<file path="src/rtl/id_ex_skid_if.sv">
// ID/EX stage bus: the producer (ID) side, the consumer (EX) side, the
// write-back snoop port and the flush strobe for id_ex_skid.
// The master modport is the environment (ID + EX + WB). The slave modport is the stage.
interface id_ex_skid_if #(
    parameter int INST_W   = 32,
    parameter int WORD_W   = 32,
    parameter int REG_AW   = 5,
    parameter int ALUSEL_W = 3,
    parameter int ALUOP_W  = 8,
    parameter int MEMOP_W  = 2
) ();
    logic                         flush;

    logic                         id_valid;
    logic                         id_ready;
    logic [INST_W-1:0]            id_inst;
    logic [ALUSEL_W+ALUOP_W-1:0]  id_exop;
    logic [WORD_W-1:0]            id_srcLeft;
    logic [WORD_W-1:0]            id_srcRight;
    logic [REG_AW-1:0]            id_srcLeftAddr;
    logic [REG_AW-1:0]            id_srcRightAddr;
    logic                         id_srcLeftIsReg;
    logic                         id_srcRightIsReg;
    logic [REG_AW-1:0]            id_dest;

    logic                         wb_we;
    logic [REG_AW-1:0]            wb_addr;
    logic [WORD_W-1:0]            wb_data;

    logic                         ex_valid;
    logic                         ex_ready;
    logic [INST_W-1:0]            ex_inst;
    logic [ALUSEL_W-1:0]          ex_alusel;
    logic [ALUOP_W-1:0]           ex_aluop;
    logic [WORD_W-1:0]            ex_srcLeft;
    logic [WORD_W-1:0]            ex_srcRight;
    logic [REG_AW-1:0]            ex_dest;
    logic [MEMOP_W-1:0]           ex_memop;
    logic                         ex_writeEnable;

    modport master (
        output flush,
        output id_valid, id_inst, id_exop, id_srcLeft, id_srcRight,
        output id_srcLeftAddr, id_srcRightAddr, id_srcLeftIsReg, id_srcRightIsReg, id_dest,
        input  id_ready,
        output wb_we, wb_addr, wb_data,
        output ex_ready,
        input  ex_valid, ex_inst, ex_alusel, ex_aluop, ex_srcLeft, ex_srcRight,
        input  ex_dest, ex_memop, ex_writeEnable
    );

    modport slave (
        input  flush,
        input  id_valid, id_inst, id_exop, id_srcLeft, id_srcRight,
        input  id_srcLeftAddr, id_srcRightAddr, id_srcLeftIsReg, id_srcRightIsReg, id_dest,
        output id_ready,
        input  wb_we, wb_addr, wb_data,
        input  ex_ready,
        output ex_valid, ex_inst, ex_alusel, ex_aluop, ex_srcLeft, ex_srcRight,
        output ex_dest, ex_memop, ex_writeEnable
    );
endinterface

</file>
<file path="src/rtl/id_ex_skid.sv">
// ID/EX pipeline stage built as a two-entry skid buffer (head + skid) with
// valid/ready on both sides, synchronous flush and class decode at capture.
// Optional feature macro: ID_EX_FWD_EN -- when defined, a write-back that hits
// a held operand's source register overwrites that operand in place.
module id_ex_skid #(
    parameter int INST_W   = 32,
    parameter int WORD_W   = 32,
    parameter int REG_AW   = 5,
    parameter int ALUSEL_W = 3,
    parameter int ALUOP_W  = 8,
    parameter int MEMOP_W  = 2
) (
    input logic           clk,
    input logic           rst,
    id_ex_skid_if.slave   bus
);
    localparam int EXOP_W = ALUSEL_W + ALUOP_W;

    localparam logic [ALUSEL_W-1:0] EX_HIGH_SPECIAL  = ALUSEL_W'(0);
    localparam logic [ALUSEL_W-1:0] EX_HIGH_LOGIC    = ALUSEL_W'(1);
    localparam logic [ALUSEL_W-1:0] EX_HIGH_ARITH    = ALUSEL_W'(4);
    localparam logic [ALUOP_W-1:0]  EX_SPECIAL_NOP   = ALUOP_W'(0);
    localparam logic [MEMOP_W-1:0]  MEM_OP_NOP       = MEMOP_W'(0);
    localparam logic [MEMOP_W-1:0]  MEM_OP_WRITE_REG = MEMOP_W'(1);
    localparam logic [REG_AW-1:0]   REG_ZERO         = REG_AW'(0);

    typedef struct packed {
        logic [INST_W-1:0]   inst;
        logic [ALUSEL_W-1:0] alusel;
        logic [ALUOP_W-1:0]  aluop;
        logic [WORD_W-1:0]   src_left;
        logic [WORD_W-1:0]   src_right;
        logic [REG_AW-1:0]   left_addr;
        logic [REG_AW-1:0]   right_addr;
        logic                left_is_reg;
        logic                right_is_reg;
        logic [REG_AW-1:0]   dest;
        logic [MEMOP_W-1:0]  memop;
        logic                write_enable;
    } entry_t;

    logic   head_v, skid_v, ready_q;
    logic   head_v_n, skid_v_n;
    entry_t head, skid;
    entry_t head_n, skid_n;
    entry_t cap, head_cur, skid_cur;
    logic   in_fire, out_fire;
    logic   is_wr_class;

`ifdef ID_EX_FWD_EN
    function automatic entry_t fwd(input entry_t e, input logic we,
                                   input logic [REG_AW-1:0] addr,
                                   input logic [WORD_W-1:0] data);
        entry_t r;
        r = e;
        if (we && addr != REG_ZERO) begin
            if (e.left_is_reg && e.left_addr == addr)
                r.src_left = data;
            if (e.right_is_reg && e.right_addr == addr)
                r.src_right = data;
        end
        return r;
    endfunction
`else
    logic unused_fwd;
    assign unused_fwd = ^{bus.wb_we, bus.wb_addr, bus.wb_data,
                          head.left_addr, head.right_addr, head.left_is_reg, head.right_is_reg,
                          skid.left_addr, skid.right_addr, skid.left_is_reg, skid.right_is_reg};
`endif

    assign in_fire  = bus.id_valid && ready_q;
    assign out_fire = head_v && bus.ex_ready;

    // Decode the incoming instruction and refresh held operands against write-back.
    always_comb begin
        is_wr_class      = (bus.id_exop[EXOP_W-1:ALUOP_W] == EX_HIGH_LOGIC) ||
                           (bus.id_exop[EXOP_W-1:ALUOP_W] == EX_HIGH_ARITH);
        cap.inst         = bus.id_inst;
        cap.alusel       = bus.id_exop[EXOP_W-1:ALUOP_W];
        cap.aluop        = bus.id_exop[ALUOP_W-1:0];
        cap.src_left     = bus.id_srcLeft;
        cap.src_right    = bus.id_srcRight;
        cap.left_addr    = bus.id_srcLeftAddr;
        cap.right_addr   = bus.id_srcRightAddr;
        cap.left_is_reg  = bus.id_srcLeftIsReg;
        cap.right_is_reg = bus.id_srcRightIsReg;
        cap.dest         = bus.id_dest;
        cap.memop        = is_wr_class ? MEM_OP_WRITE_REG : MEM_OP_NOP;
        // r0 is never written, but the memory-stage op keeps its class meaning.
        cap.write_enable = is_wr_class && (bus.id_dest != REG_ZERO);
        head_cur         = head;
        skid_cur         = skid;
`ifdef ID_EX_FWD_EN
        cap      = fwd(cap,  bus.wb_we, bus.wb_addr, bus.wb_data);
        head_cur = fwd(head, bus.wb_we, bus.wb_addr, bus.wb_data);
        skid_cur = fwd(skid, bus.wb_we, bus.wb_addr, bus.wb_data);
`endif
    end

    // Next-entry steering: refill head when it is empty or leaving, else spill into skid.
    always_comb begin
        head_v_n = head_v;
        skid_v_n = skid_v;
        head_n   = head_cur;
        skid_n   = skid_cur;
        if (!head_v || out_fire) begin
            if (skid_v) begin
                head_n   = skid_cur;
                head_v_n = 1'b1;
                skid_n   = cap;
                skid_v_n = in_fire;
            end else begin
                head_n   = cap;
                head_v_n = in_fire;
            end
        end else if (in_fire) begin
            skid_n   = cap;
            skid_v_n = 1'b1;
        end
    end

    // Valid bits and registered ready; reset beats flush beats the handshakes.
    always_ff @(posedge clk) begin
        if (rst) begin
            head_v  <= 1'b0;
            skid_v  <= 1'b0;
            ready_q <= 1'b0;
        end else if (bus.flush) begin
            head_v  <= 1'b0;
            skid_v  <= 1'b0;
            ready_q <= 1'b1;
        end else begin
            head_v  <= head_v_n;
            skid_v  <= skid_v_n;
            ready_q <= !skid_v_n;
        end
    end

    // Entry payloads need no reset: they are only visible behind a valid bit.
    always_ff @(posedge clk) begin
        head <= head_n;
        skid <= skid_n;
    end

    assign bus.id_ready       = ready_q;
    assign bus.ex_valid       = head_v;
    assign bus.ex_inst        = head_v ? head.inst         : '0;
    assign bus.ex_alusel      = head_v ? head.alusel       : EX_HIGH_SPECIAL;
    assign bus.ex_aluop       = head_v ? head.aluop        : EX_SPECIAL_NOP;
    assign bus.ex_srcLeft     = head_v ? head.src_left     : '0;
    assign bus.ex_srcRight    = head_v ? head.src_right    : '0;
    assign bus.ex_dest        = head_v ? head.dest         : REG_ZERO;
    assign bus.ex_memop       = head_v ? head.memop        : MEM_OP_NOP;
    assign bus.ex_writeEnable = head_v ? head.write_enable : 1'b0;
endmodule

</file>
<file path="src/flat_wrapper.sv">
// flat-port wrapper written by rule: the top's interface ports become plain ports
module id_ex_skid_flat 
#(
    parameter int INST_W   = 32,
    parameter int WORD_W   = 32,
    parameter int REG_AW   = 5,
    parameter int ALUSEL_W = 3,
    parameter int ALUOP_W  = 8,
    parameter int MEMOP_W  = 2
)
  (clk, rst, bus_flush, bus_id_valid, bus_id_inst, bus_id_exop, bus_id_srcLeft, bus_id_srcRight, bus_id_srcLeftAddr, bus_id_srcRightAddr, bus_id_srcLeftIsReg, bus_id_srcRightIsReg, bus_id_dest, bus_id_ready, bus_wb_we, bus_wb_addr, bus_wb_data, bus_ex_ready, bus_ex_valid, bus_ex_inst, bus_ex_alusel, bus_ex_aluop, bus_ex_srcLeft, bus_ex_srcRight, bus_ex_dest, bus_ex_memop, bus_ex_writeEnable);
  id_ex_skid_if #(.INST_W(INST_W), .WORD_W(WORD_W), .REG_AW(REG_AW), .ALUSEL_W(ALUSEL_W), .ALUOP_W(ALUOP_W), .MEMOP_W(MEMOP_W)) bus_i ();
  input logic clk;
  input logic rst;
  input wire logic [$bits(bus_i.flush)-1:0] bus_flush;
  input wire logic [$bits(bus_i.id_valid)-1:0] bus_id_valid;
  input wire logic [$bits(bus_i.id_inst)-1:0] bus_id_inst;
  input wire logic [$bits(bus_i.id_exop)-1:0] bus_id_exop;
  input wire logic [$bits(bus_i.id_srcLeft)-1:0] bus_id_srcLeft;
  input wire logic [$bits(bus_i.id_srcRight)-1:0] bus_id_srcRight;
  input wire logic [$bits(bus_i.id_srcLeftAddr)-1:0] bus_id_srcLeftAddr;
  input wire logic [$bits(bus_i.id_srcRightAddr)-1:0] bus_id_srcRightAddr;
  input wire logic [$bits(bus_i.id_srcLeftIsReg)-1:0] bus_id_srcLeftIsReg;
  input wire logic [$bits(bus_i.id_srcRightIsReg)-1:0] bus_id_srcRightIsReg;
  input wire logic [$bits(bus_i.id_dest)-1:0] bus_id_dest;
  output wire logic [$bits(bus_i.id_ready)-1:0] bus_id_ready;
  input wire logic [$bits(bus_i.wb_we)-1:0] bus_wb_we;
  input wire logic [$bits(bus_i.wb_addr)-1:0] bus_wb_addr;
  input wire logic [$bits(bus_i.wb_data)-1:0] bus_wb_data;
  input wire logic [$bits(bus_i.ex_ready)-1:0] bus_ex_ready;
  output wire logic [$bits(bus_i.ex_valid)-1:0] bus_ex_valid;
  output wire logic [$bits(bus_i.ex_inst)-1:0] bus_ex_inst;
  output wire logic [$bits(bus_i.ex_alusel)-1:0] bus_ex_alusel;
  output wire logic [$bits(bus_i.ex_aluop)-1:0] bus_ex_aluop;
  output wire logic [$bits(bus_i.ex_srcLeft)-1:0] bus_ex_srcLeft;
  output wire logic [$bits(bus_i.ex_srcRight)-1:0] bus_ex_srcRight;
  output wire logic [$bits(bus_i.ex_dest)-1:0] bus_ex_dest;
  output wire logic [$bits(bus_i.ex_memop)-1:0] bus_ex_memop;
  output wire logic [$bits(bus_i.ex_writeEnable)-1:0] bus_ex_writeEnable;
  assign bus_i.flush = bus_flush;
  assign bus_i.id_valid = bus_id_valid;
  assign bus_i.id_inst = bus_id_inst;
  assign bus_i.id_exop = bus_id_exop;
  assign bus_i.id_srcLeft = bus_id_srcLeft;
  assign bus_i.id_srcRight = bus_id_srcRight;
  assign bus_i.id_srcLeftAddr = bus_id_srcLeftAddr;
  assign bus_i.id_srcRightAddr = bus_id_srcRightAddr;
  assign bus_i.id_srcLeftIsReg = bus_id_srcLeftIsReg;
  assign bus_i.id_srcRightIsReg = bus_id_srcRightIsReg;
  assign bus_i.id_dest = bus_id_dest;
  assign bus_id_ready = bus_i.id_ready;
  assign bus_i.wb_we = bus_wb_we;
  assign bus_i.wb_addr = bus_wb_addr;
  assign bus_i.wb_data = bus_wb_data;
  assign bus_i.ex_ready = bus_ex_ready;
  assign bus_ex_valid = bus_i.ex_valid;
  assign bus_ex_inst = bus_i.ex_inst;
  assign bus_ex_alusel = bus_i.ex_alusel;
  assign bus_ex_aluop = bus_i.ex_aluop;
  assign bus_ex_srcLeft = bus_i.ex_srcLeft;
  assign bus_ex_srcRight = bus_i.ex_srcRight;
  assign bus_ex_dest = bus_i.ex_dest;
  assign bus_ex_memop = bus_i.ex_memop;
  assign bus_ex_writeEnable = bus_i.ex_writeEnable;
  id_ex_skid #(.INST_W(INST_W), .WORD_W(WORD_W), .REG_AW(REG_AW), .ALUSEL_W(ALUSEL_W), .ALUOP_W(ALUOP_W), .MEMOP_W(MEMOP_W)) u_core (.clk(clk), .rst(rst), .bus(bus_i));
endmodule
</file>
<file path="config.mk">
export PLATFORM = sky130hd
export DESIGN_NAME = id_ex_skid_flat
export DESIGN_NICKNAME = d
export VERILOG_FILES = /design/src/rtl/id_ex_skid_if.sv /design/src/rtl/id_ex_skid.sv /design/src/flat_wrapper.sv
export SDC_FILE = /design/constraint.sdc
export NUM_CORES = 1
export LEC_CHECK = 0
export CAP_MARGIN = 20
export CORE_UTILIZATION = 40
export CTS_CLUSTER_DIAMETER = 100
export DETAILED_ROUTE_END_ITERATION = 8
export PLACE_DENSITY = 0.7
export REMOVE_ABC_BUFFERS = 1
export SETUP_SLACK_MARGIN = 0.05
export SLEW_MARGIN = 20
export SYNTH_ARGS = -nofsm -noshare
export SYNTH_HDL_FRONTEND = slang
export SYNTH_SLANG_ARGS = --single-unit
</file>
<file path="constraint.sdc">
create_clock -name clk -period 28.5 [get_ports clk]
set_clock_uncertainty 0.05 [all_clocks]
set_input_delay 2.85 -clock clk [delete_from_list [all_inputs] [get_ports clk]]
set_output_delay 2.85 -clock clk [all_outputs]
set_load 0.02 [all_outputs]
</file>
== After elaboration in Yosys (flattened, before gate mapping) ==
Index checks and enable logic that the tools add are counted.

* Register bits: 245
* Input port bits: 167
* Word-level logic and storage cells: 55

* Eq/ne operators: 3
* Multiplexer cells: 18
* Reductions and logical operators: 11

{| class="wikitable"
|+ Operator list
! operator !! count
|-
| two-way mux 127 bit || 4
|-
| two-way mux 32 bit || 3
|-
| two-way mux 8 bit || 1
|-
| two-way mux 1 bit || 7
|-
| two-way mux 5 bit || 1
|-
| nonzero test 5 bit || 1
|-
| equality test 3 x 1 -> 1 bit, second input constant || 1
|-
| equality test 3 bit, second input constant || 1
|-
| logical AND 1 bit || 3
|-
| two-way mux 3 bit || 1
|-
| zero test 1 bit || 2
|-
| logical OR 1 bit || 2
|-
| two-way mux 2 bit || 1
|-
| inequality test 2 x 1 -> 1 bit, second input constant || 1
|-
| AND reduction 2 bit || 1
|-
| nonzero test 2 bit || 1
|-
| OR reduction 2 bit || 1
|}

== Logic depth before layout (Yosys ltp) ==
Gate-level depths: netlist of the first run.

* Depth after elaboration: 5
* Depth in mapped cells: 5

== Worst setup path after synthesis of the first run ==
No wires, ideal clock.

* Kind: input to register
* Start point: input port bus_ex_ready
* End point: register u_core.skid[0] in the netlist's numbering (enable)
* Data arrival time: 14.039 ns
* Data required time: 27.706 ns
* Slack: 13.667 ns
* Stages: 2
* Buffers on the path: 0
* Path through: nand2b_1 -> o21ai_0

* Word-level cells in the longest chain between the ends: 4
* Elaborated cells between the ends (all ways): 5

{| class="wikitable"
|+ RTL lines
! element !! RTL line !! RTL
|-
| start, declared || flat_wrapper.sv:30 || <nowiki>input wire logic [$bits(bus_i.ex_ready)-1:0] bus_ex_ready;</nowiki>
|-
| logical AND 1 bit * || id_ex_skid.sv:72 || <nowiki>assign out_fire = head_v && bus.ex_ready;</nowiki>
|-
| logical OR 1 bit * || id_ex_skid.sv:106 || <nowiki>if (!head_v || out_fire) begin</nowiki>
|-
| inequality test 2 x 1 -> 1 bit (no line) or nonzero test 2 bit (tied branches) || -- ||
|-
| AND reduction 2 bit (no line) * || -- ||
|-
| end signal, assigned || id_ex_skid.sv:142 || <nowiki>skid <= skid_n;</nowiki>
|-
| end, declared || id_ex_skid.sv:44 || <nowiki>entry_t head, skid;</nowiki>
|}

Every way passes the cells marked *; elsewhere a longest branch is shown, timed or not.
A chain may end at the register's enable or synchronous reset.

== Final worst setup path of the first run ==
* Start point: register u_core.head_v (netlist: u_core.bus.ex_valid)
* End point: output port bus_ex_srcLeft[20]

* Word-level cells in the longest chain between the ends: 1

{| class="wikitable"
|+ RTL lines
! element !! RTL line !! RTL
|-
| start, declared || id_ex_skid.sv:42 || <nowiki>logic head_v, skid_v, ready_q;</nowiki>
|-
| start signal, assigned || id_ex_skid.sv:133 || <nowiki>head_v <= head_v_n;</nowiki>
|-
| two-way mux 32 bit || id_ex_skid.sv:150 || <nowiki>assign bus.ex_srcLeft = head_v ? head.src_left : '0;</nowiki>
|-
| end, declared || flat_wrapper.sv:35 || <nowiki>output wire logic [$bits(bus_i.ex_srcLeft)-1:0] bus_ex_srcLeft;</nowiki>
|}

Every way passes these cells.

==> results of run 1 <==
-- how the worst max path moves through the flow --
stage / from / to
after floorplan: bus_ex_ready / u_core.skid[0]
after global placement: bus_ex_ready / u_core.skid_v
after detailed placement: bus_ex_ready / u_core.skid[64]
after CTS: u_core.bus.ex_valid / bus_ex_srcLeft[20]
after global routing: u_core.bus.ex_valid / bus_ex_srcLeft[20]
final: u_core.bus.ex_valid / bus_ex_srcLeft[20]
-- state kept, by name, summed over array words and instances, names as in the netlist --
| register | flops |
|---|---|
| u_core.head | 114 |
| u_core.skid | 114 |
| u_core.bus.ex_valid | 1 |
| u_core.bus.id_ready | 1 |
| u_core.skid_v | 1 |
-- stage by stage --
stage	hold slack, ns	setup slack, ns
6_report	0.487	22.82
2_1_floorplan	0.448	13.67
3_3_place_gp	0.461	23.17
5_1_grt	0.502	22.57
3_5_place_dp	0.476	23.11
4_1_cts	0.490	22.71
-- layout make-up --
| class | count | area [µm²] | share of cell area, % |
|---|---|---|---|
| repair buffers | 237 | 2360 | 18.7 |
| multi-input cells | 245 | 2170 | 17.2 |
| clock inverters | 11 | 155 | 1.23 |
| clock buffers | 34 | 689 | 5.45 |
| flip-flops and latches | 231 | 6910 | 54.6 |
| well taps | 285 | 357 | 2.82 |
-- cells by family after synthesis --
group,Yosys count
AOI/OAI and AO/OA,6
xor gates and xnor gates,1
buffers and inverters,26
DFF,231
muxes,113
other,1
and+or+nand+nor,124
-- power by group --
part	switching, mW	leakage [nW]	total [mW]	internal, mW
Sequential	0.00302	2.26	0.388	0.385
Combinational	0.0166	1.71	0.0445	0.0280
Clock	0.126	0.414	0.331	0.205
-- routing by layer --
metal / routed length, µm / vias to the layer above / global-route usage, %
li1: - / 2346 / -
met4: 476 / 0 / 5.38
met2: 9200 / 167 / 27.9
met3: 1300 / 39 / 4.34
met1: 7690 / 2506 / 19.0
met5: 0 / - / 0
-- synth_stat cells --
master and number:
buf_2 9, nor3_1 1, conb_1 1, a211oi_1 2, nand2b_1 1, nand4b_1 1, buf_6 4, xnor2_1 1
nor2b_1 1, edfxtp_1 228, and2_1 114, clkbuf_2 6, mux2_4 17, o31ai_1 1, clkbuf_1 6, buf_4 1
mux2_2 96, nor2_1 3, a21oi_1 1, nand2_1 3, dfxtp_1 3, o21ai_0 1, o31ai_2 1
-- worst max-delay path: stages (launching register included) --
cell             delay (ns)
dfxtp_2                0.73
buf_4                  0.64
and2_1                 0.24
clkdlybuf4s50_1        0.64
-- placed cells by master (no fill, tap or decap) --
| cell | n |
|---|---|
| dfxtp_4 | 1 |
| clkinv_1 | 3 |
| nor2_1 | 3 |
| mux2_2 | 96 |
| bufinv_16 | 4 |
| nand4b_1 | 1 |
| inv_6 | 1 |
| clkbuf_8 | 3 |
| buf_4 | 4 |
| and2_1 | 114 |
| clkdlybuf4s50_1 | 232 |
| conb_1 | 1 |
| o21ai_4 | 1 |
| nand2b_4 | 1 |
| o31ai_1 | 1 |
| nand2_1 | 3 |
| a21oi_1 | 1 |
| clkbuf_1 | 6 |
| edfxtp_1 | 228 |
| clkinv_2 | 3 |
| a211oi_1 | 2 |
| dfxtp_1 | 1 |
| nor2b_1 | 1 |
| nor3_1 | 1 |
| o31ai_2 | 1 |
| mux2_4 | 17 |
| clkbuf_16 | 25 |
| dfxtp_2 | 1 |
| buf_6 | 1 |
| xnor2_1 | 1 |
==> flow_results.xml, run 1 <==
<?xml version="1.0" encoding="UTF-8"?>
<metrics>
  <group name="drt">
    <metric name="detail_route.iter0.violations" unit="">243</metric>
    <metric name="antenna_violating_nets_post_route" unit="">0</metric>
    <metric name="via_count" unit="">5058</metric>
    <metric name="drcViolationCount" unit="">0</metric>
    <metric name="wl_per_cell" unit="µm">17.9</metric>
    <metric name="vias_per_cell" unit="">4.85</metric>
    <metric name="finalWirelength" unit="µm">18700</metric>
    <metric name="drt_first_pass_iters" unit="">6</metric>
  </group>
  <group name="synth">
    <metric name="post_synth_mux_area_share" unit="%">14.5</metric>
    <metric name="synth_simple_gate_area_share" unit="%">8.27</metric>
    <metric name="synth-compound-area-share" unit="%">0.489</metric>
    <metric name="yosys_register_bits" unit="">231</metric>
    <metric name="synth_fa_ha_area_share" unit="%">0</metric>
    <metric name="synth_top_family_by_area" unit="">multiplexers</metric>
    <metric name="sequential_share_of_the_synthesized_area" unit="%">75.0</metric>
    <metric name="ys.warnings.count" unit="">0</metric>
    <metric name="yosys_top_cell_area_share" unit="%">74.3</metric>
    <metric name="post_synth_xor_area_fraction" unit="%">0.0951</metric>
    <metric name="syn-instance-count" unit="">502</metric>
    <metric name="post_synth.cell_area_avg" unit="µm²">18.4</metric>
    <metric name="post_synth_instance_area" unit="µm²">9210</metric>
    <metric name="synth.area.top_cells" unit="">edfxtp_1 (74%), mux2_2 (12%), and2_1 (7.7%)</metric>
    <metric name="synth_area_leader_cell" unit="">edfxtp_1</metric>
    <metric name="synth_cell_types" unit="">23</metric>
  </group>
  <group name="finish">
    <metric name="postLayoutCoreUtil" unit="%">55.9</metric>
    <metric name="final_cells" unit="">1043</metric>
    <metric name="antenna_cells_inserted" unit="">0</metric>
    <metric name="fillers" unit="">1761</metric>
    <metric name="area_growth" unit="%">37.3</metric>
    <metric name="nets" unit="">907</metric>
    <metric name="ratio_of_cells_with_drive_above_1_in_the_final_layout" unit="%">21.0</metric>
    <metric name="finalInstanceArea" unit="µm²">12700</metric>
  </group>
  <group name="setup_path">
    <metric name="worst_r2r_endpoint" unit="">u_core.skid[69]</metric>
    <metric name="cp-start-kind" unit="">flip-flop</metric>
    <metric name="endpoint_kind" unit="">output port</metric>
    <metric name="ff2ff_path_depth" unit="">3</metric>
    <metric name="critical_path_class" unit="">flip-flop to output port</metric>
    <metric name="largest_driver_fanout_on_the_critical_path" unit="">78</metric>
    <metric name="worstReg2RegStart" unit="">u_core.bus.ex_valid</metric>
    <metric name="critical_path_required" unit="ns">25.60</metric>
    <metric name="setup.reg_to_reg.worst_slack" unit="ns">25.78</metric>
    <metric name="critPathArrivalTime" unit="ns">2.78</metric>
  </group>
  <group name="sta">
    <metric name="layout_worst_path_cycle_share" unit="%">19.9</metric>
    <metric name="setup_total_negative_slack" unit="ns">0</metric>
    <metric name="timing_hold_violations_final" unit="">0</metric>
    <metric name="worst-slew-pin-transition" unit="ns">0.945</metric>
    <metric name="rsz0062_at_grt" unit="">no</metric>
    <metric name="fmax" unit="MHz">176</metric>
    <metric name="min_period" unit="ns">5.68</metric>
    <metric name="slew_headroom" unit="%">37.0</metric>
    <metric name="final-max-slew-violation-count" unit="">0</metric>
    <metric name="final-setup-viol-count" unit="">0</metric>
  </group>
  <group name="cts">
    <metric name="hold_buffers" unit="">0</metric>
    <metric name="num_cts_buffers" unit="">25</metric>
    <metric name="clock_tree.buffer_depth" unit="">3</metric>
    <metric name="clock_tree_from_tritoncts" unit="">built</metric>
    <metric name="clkSinkCount" unit="">231</metric>
    <metric name="clk_pin_slew" unit="ns">0.06</metric>
    <metric name="clk_root_buffer_cell" unit="">clkbuf_16</metric>
    <metric name="htree_levels" unit="">1</metric>
    <metric name="cts_resized" unit="">0</metric>
    <metric name="postCtsSetupBuffers" unit="">0</metric>
    <metric name="clk_latency" unit="ns">0.52</metric>
  </group>
  <group name="min_path">
    <metric name="worst_hold_startpoint" unit="">u_core.skid[1]</metric>
    <metric name="worstHoldEndpoint" unit="">u_core.head[1]</metric>
    <metric name="hold_path_depth" unit="">2</metric>
    <metric name="hp-class" unit="">flip-flop to flip-flop</metric>
  </group>
  <group name="place">
    <metric name="detailedPlacementHpwl" unit="µm">11600</metric>
    <metric name="detailed_place.area" unit="µm²">11800</metric>
    <metric name="placed_cells" unit="">998</metric>
    <metric name="port-buffer-count" unit="">232</metric>
    <metric name="gpl.final_weighted_congestion" unit="">0.721</metric>
  </group>
  <group name="global_route">
    <metric name="antenna_violations_before_repair" unit="">0</metric>
    <metric name="grtUsageTotal" unit="%">16.0</metric>
    <metric name="total_grt_overflow" unit="">0</metric>
    <metric name="grt_pass1_vias" unit="">5699</metric>
    <metric name="grt_start_max_net_pins" unit="">81</metric>
    <metric name="grt_pass1_wl" unit="µm">29700</metric>
  </group>
  <group name="flow_run">
    <metric name="count_of_maximum_capacitance_violations" unit="">0</metric>
  </group>
  <group name="floorplan">
    <metric name="top_level_ports" unit="">284</metric>
    <metric name="fp.coreArea" unit="µm²">22600</metric>
    <metric name="fp.dieArea" unit="µm²">23600</metric>
    <metric name="initial_util" unit="%">40.7</metric>
    <metric name="fp.dieH" unit="µm">154</metric>
    <metric name="die_x" unit="µm">154</metric>
    <metric name="row_count" unit="">55</metric>
  </group>
  <group name="power">
    <metric name="post-layout-total-power" unit="mW">0.764</metric>
    <metric name="worst_ir_drop_vdd" unit="mV">0.0365</metric>
    <metric name="static-leakage-power" unit="nW">4.38</metric>
    <metric name="power_density" unit="nW/µm²">60.4</metric>
  </group>
  <group name="outcome">
    <metric name="run_status" unit="">finished clean</metric>
  </group>
</metrics>
Note: power is estimated with default switching activity, not from simulation.
==> run 2, diff against run 1 <==
PLACE_DENSITY = 0.73   (was 0.7)
clock period = 5.05 ns   (was 28.5 ns; I/O delays follow)
==> run 2 against run 1 <==
Against the previous run: cell count about the same; worst setup slack got worse by 21 ns; power increased to 5.4 times the previous value; die area unchanged; sequential share of layout area increased by 0.19 points; register-to-register slack got worse by 23 ns; final area decreased by 0.31%; critical endpoint is now bus_ex_srcLeft[1]; largest cell class unchanged.
==> flow_results.xml, run 2 (synthesis gave the netlist of run 1 again) <==
<?xml version="1.0" encoding="UTF-8"?>
<metrics>
  <group name="setup_path">
    <metric name="crit_slowest_cell" unit="">buf_4</metric>
    <metric name="crit_path_end" unit="">bus_ex_srcLeft[1]</metric>
    <metric name="critical_path_required" unit="ns">4.49</metric>
    <metric name="critPathArrivalTime" unit="ns">2.51</metric>
    <metric name="worstReg2RegStart" unit="">u_core.skid_v</metric>
    <metric name="worst_r2r_endpoint" unit="">u_core.head[91]</metric>
    <metric name="endpoint_kind" unit="">output port</metric>
    <metric name="setup.worst_path.start" unit="">u_core.bus.ex_valid</metric>
    <metric name="critical_path_class" unit="">flip-flop to output port</metric>
    <metric name="cp-start-kind" unit="">flip-flop</metric>
    <metric name="largest_driver_fanout_on_the_critical_path" unit="">115</metric>
    <metric name="critical_path.cell_chain" unit="">buf_4 -&gt; and2_1 -&gt; clkdlybuf4s50_1</metric>
    <metric name="ff2ff_path_depth" unit="">2</metric>
    <metric name="slowest_delay" unit="ns">0.70</metric>
    <metric name="setup.reg_to_reg.worst_slack" unit="ns">2.58</metric>
  </group>
  <group name="power">
    <metric name="p_sw" unit="mW">0.789</metric>
    <metric name="post-layout-total-power" unit="mW">4.12</metric>
    <metric name="power_frac_comb" unit="%">6.2</metric>
    <metric name="power_density" unit="nW/µm²">326</metric>
    <metric name="power_switching_share" unit="%">19.2</metric>
    <metric name="power.share.clock" unit="%">40.7</metric>
    <metric name="seq_power_share" unit="%">53.1</metric>
    <metric name="static-leakage-power" unit="nW">4.34</metric>
    <metric name="p_int" unit="mW">3.33</metric>
    <metric name="worst_ir_drop_vdd" unit="mV">0.259</metric>
  </group>
  <group name="drt">
    <metric name="vias_per_cell" unit="">4.83</metric>
    <metric name="drt_first_pass_iters" unit="">4</metric>
    <metric name="antenna_violating_nets_post_route" unit="">0</metric>
    <metric name="finalWirelength" unit="µm">18300</metric>
    <metric name="drcViolationCount" unit="">0</metric>
    <metric name="detail_route.iter0.violations" unit="">197</metric>
    <metric name="via_count" unit="">5042</metric>
    <metric name="wl_per_cell" unit="µm">17.5</metric>
  </group>
  <group name="finish">
    <metric name="ratio_of_cells_with_drive_above_1_in_the_final_layout" unit="%">20.0</metric>
    <metric name="area_growth" unit="%">36.9</metric>
    <metric name="postLayoutCoreUtil" unit="%">55.7</metric>
    <metric name="antenna_cells_inserted" unit="">0</metric>
    <metric name="nets" unit="">908</metric>
    <metric name="final_cell_mix" unit="">clkdlybuf4s50_1 (232), edfxtp_1 (228), and2_1 (114)</metric>
    <metric name="most_common_cell_after_layout_fill_and_taps_aside" unit="">clkdlybuf4s50_1</metric>
    <metric name="top_regs" unit="">u_core.head: 114 flops, u_core.skid: 114 flops</metric>
  </group>
  <group name="place">
    <metric name="port-buffer-count" unit="">232</metric>
    <metric name="detailedPlacementHpwl" unit="µm">11400</metric>
    <metric name="gpl.final_weighted_congestion" unit="">0.708</metric>
  </group>
  <group name="cts">
    <metric name="postCtsSetupBuffers" unit="">0</metric>
    <metric name="htree_levels" unit="">1</metric>
    <metric name="clock_tree_from_tritoncts" unit="">built</metric>
    <metric name="hold_buffers" unit="">0</metric>
    <metric name="num_cts_buffers" unit="">25</metric>
    <metric name="clock_tree.buffer_depth" unit="">3</metric>
    <metric name="clk_latency" unit="ns">0.50</metric>
    <metric name="clk_pin_slew" unit="ns">0.06</metric>
    <metric name="clk_root_buffer_cell" unit="">clkbuf_16</metric>
    <metric name="clkSinkCount" unit="">231</metric>
    <metric name="cts_resized" unit="">0</metric>
  </group>
  <group name="global_route">
    <metric name="grt_pass1_wl" unit="µm">29100</metric>
    <metric name="grt_pass1_vias" unit="">5450</metric>
    <metric name="total_grt_overflow" unit="">0</metric>
    <metric name="grt_start_max_net_pins" unit="">116</metric>
    <metric name="antenna_violations_before_repair" unit="">0</metric>
    <metric name="grtUsageTotal" unit="%">15.5</metric>
  </group>
  <group name="sta">
    <metric name="slew_headroom" unit="%">38.4</metric>
    <metric name="rsz0062_at_grt" unit="">no</metric>
    <metric name="timing_hold_violations_final" unit="">0</metric>
    <metric name="min_period" unit="ns">3.07</metric>
    <metric name="worst-slew-pin-transition" unit="ns">0.924</metric>
    <metric name="layout_worst_path_cycle_share" unit="%">60.7</metric>
    <metric name="final-max-slew-violation-count" unit="">0</metric>
    <metric name="fmax" unit="MHz">326</metric>
    <metric name="final-setup-viol-count" unit="">0</metric>
  </group>
  <group name="min_path">
    <metric name="hold_path_depth" unit="">1</metric>
    <metric name="hp-class" unit="">flip-flop to flip-flop</metric>
  </group>
  <group name="floorplan">
    <metric name="die_x" unit="µm">154</metric>
    <metric name="initial_util" unit="%">40.7</metric>
    <metric name="row_count" unit="">55</metric>
    <metric name="fp.coreArea" unit="µm²">22600</metric>
    <metric name="fp.dieArea" unit="µm²">23600</metric>
    <metric name="top_level_ports" unit="">284</metric>
    <metric name="fp.dieH" unit="µm">154</metric>
  </group>
  <group name="outcome">
    <metric name="run_status" unit="">finished clean</metric>
  </group>
  <group name="flow_run">
    <metric name="count_of_maximum_capacitance_violations" unit="">0</metric>
  </group>
</metrics>
## run 2: cell types whose count changed in the layout (fill, tap and decap cells not counted), moves of 2 or more
cell and delta:
buf_16 +2, bufinv_16 -3, clkbuf_1 +8, clkinv_2 -3
## run 2: final cells by class
cell class,instances,area (µm²)
repair buffers,238,2420
clock buffers,41,706
multi-input cells,245,2170
flip-flops and latches,231,6910
fillers,1768,10000
well taps,285,357
clock inverters,4,41.3
## run 2: worst min path at each step
stage / startpoint / end / slack, ns
6_report: u_core.skid[21] / u_core.head[21] / 0.49
5_1_grt: u_core.skid[108] / u_core.head[108] / 0.50
4_1_cts: u_core.skid[55] / u_core.head[55] / 0.50
3_5_place_dp: u_core.skid[55] / u_core.head[55] / 0.48
3_3_place_gp: u_core.skid[1] / u_core.head[1] / 0.46
2_1_floorplan: u_core.skid[1] / u_core.head[1] / 0.45
## run 2: layer usage
layer / wire length, µm / up-vias / GRT usage, %
met5: 0 / - / 0
met4: 297 / 0 / 3.38
met3: 1300 / 23 / 4.17
met2: 8940 / 163 / 27.3
met1: 7760 / 2506 / 19.1
li1: - / 2350 / -
## run 2: critical path, delay by kind of cell, from the launching register on
| kind | cells | cell delay, ns |
|---|---|---|
| DFF | 1 | 0.35 |
| and+or+nand+nor | 1 | 0.23 |
| buffers and inverters | 2 | 1.36 |
## run 2: power groups by stage
stage	Clock (mW)	Combinational (mW)	Sequential, mW
CTS	1.73	0.258	2.19
detailed placement	0	0.256	2.23
global route	1.79	0.273	2.19
floorplan	0	0.0924	2.23
global placement	0	0.247	2.22
finish	1.67	0.255	2.19
## run 2: through the flow
stage | instance area [µm²] | TNS [ns] | setup slack [ns] | std cells | hold slack (ns)
after floorplan | 9060 | -1067.50 | -9.12 | 476 | 0.448
after global placement | 11800 | 0 | 1.70 | 997 | 0.462
after detailed placement | 11800 | 0 | 1.59 | 997 | 0.484
after CTS | 12600 | 0 | 1.91 | 1042 | 0.498
after global routing | 12600 | 0 | 1.76 | 1044 | 0.503
final | 12600 | 0 | 1.98 | 1044 | 0.495
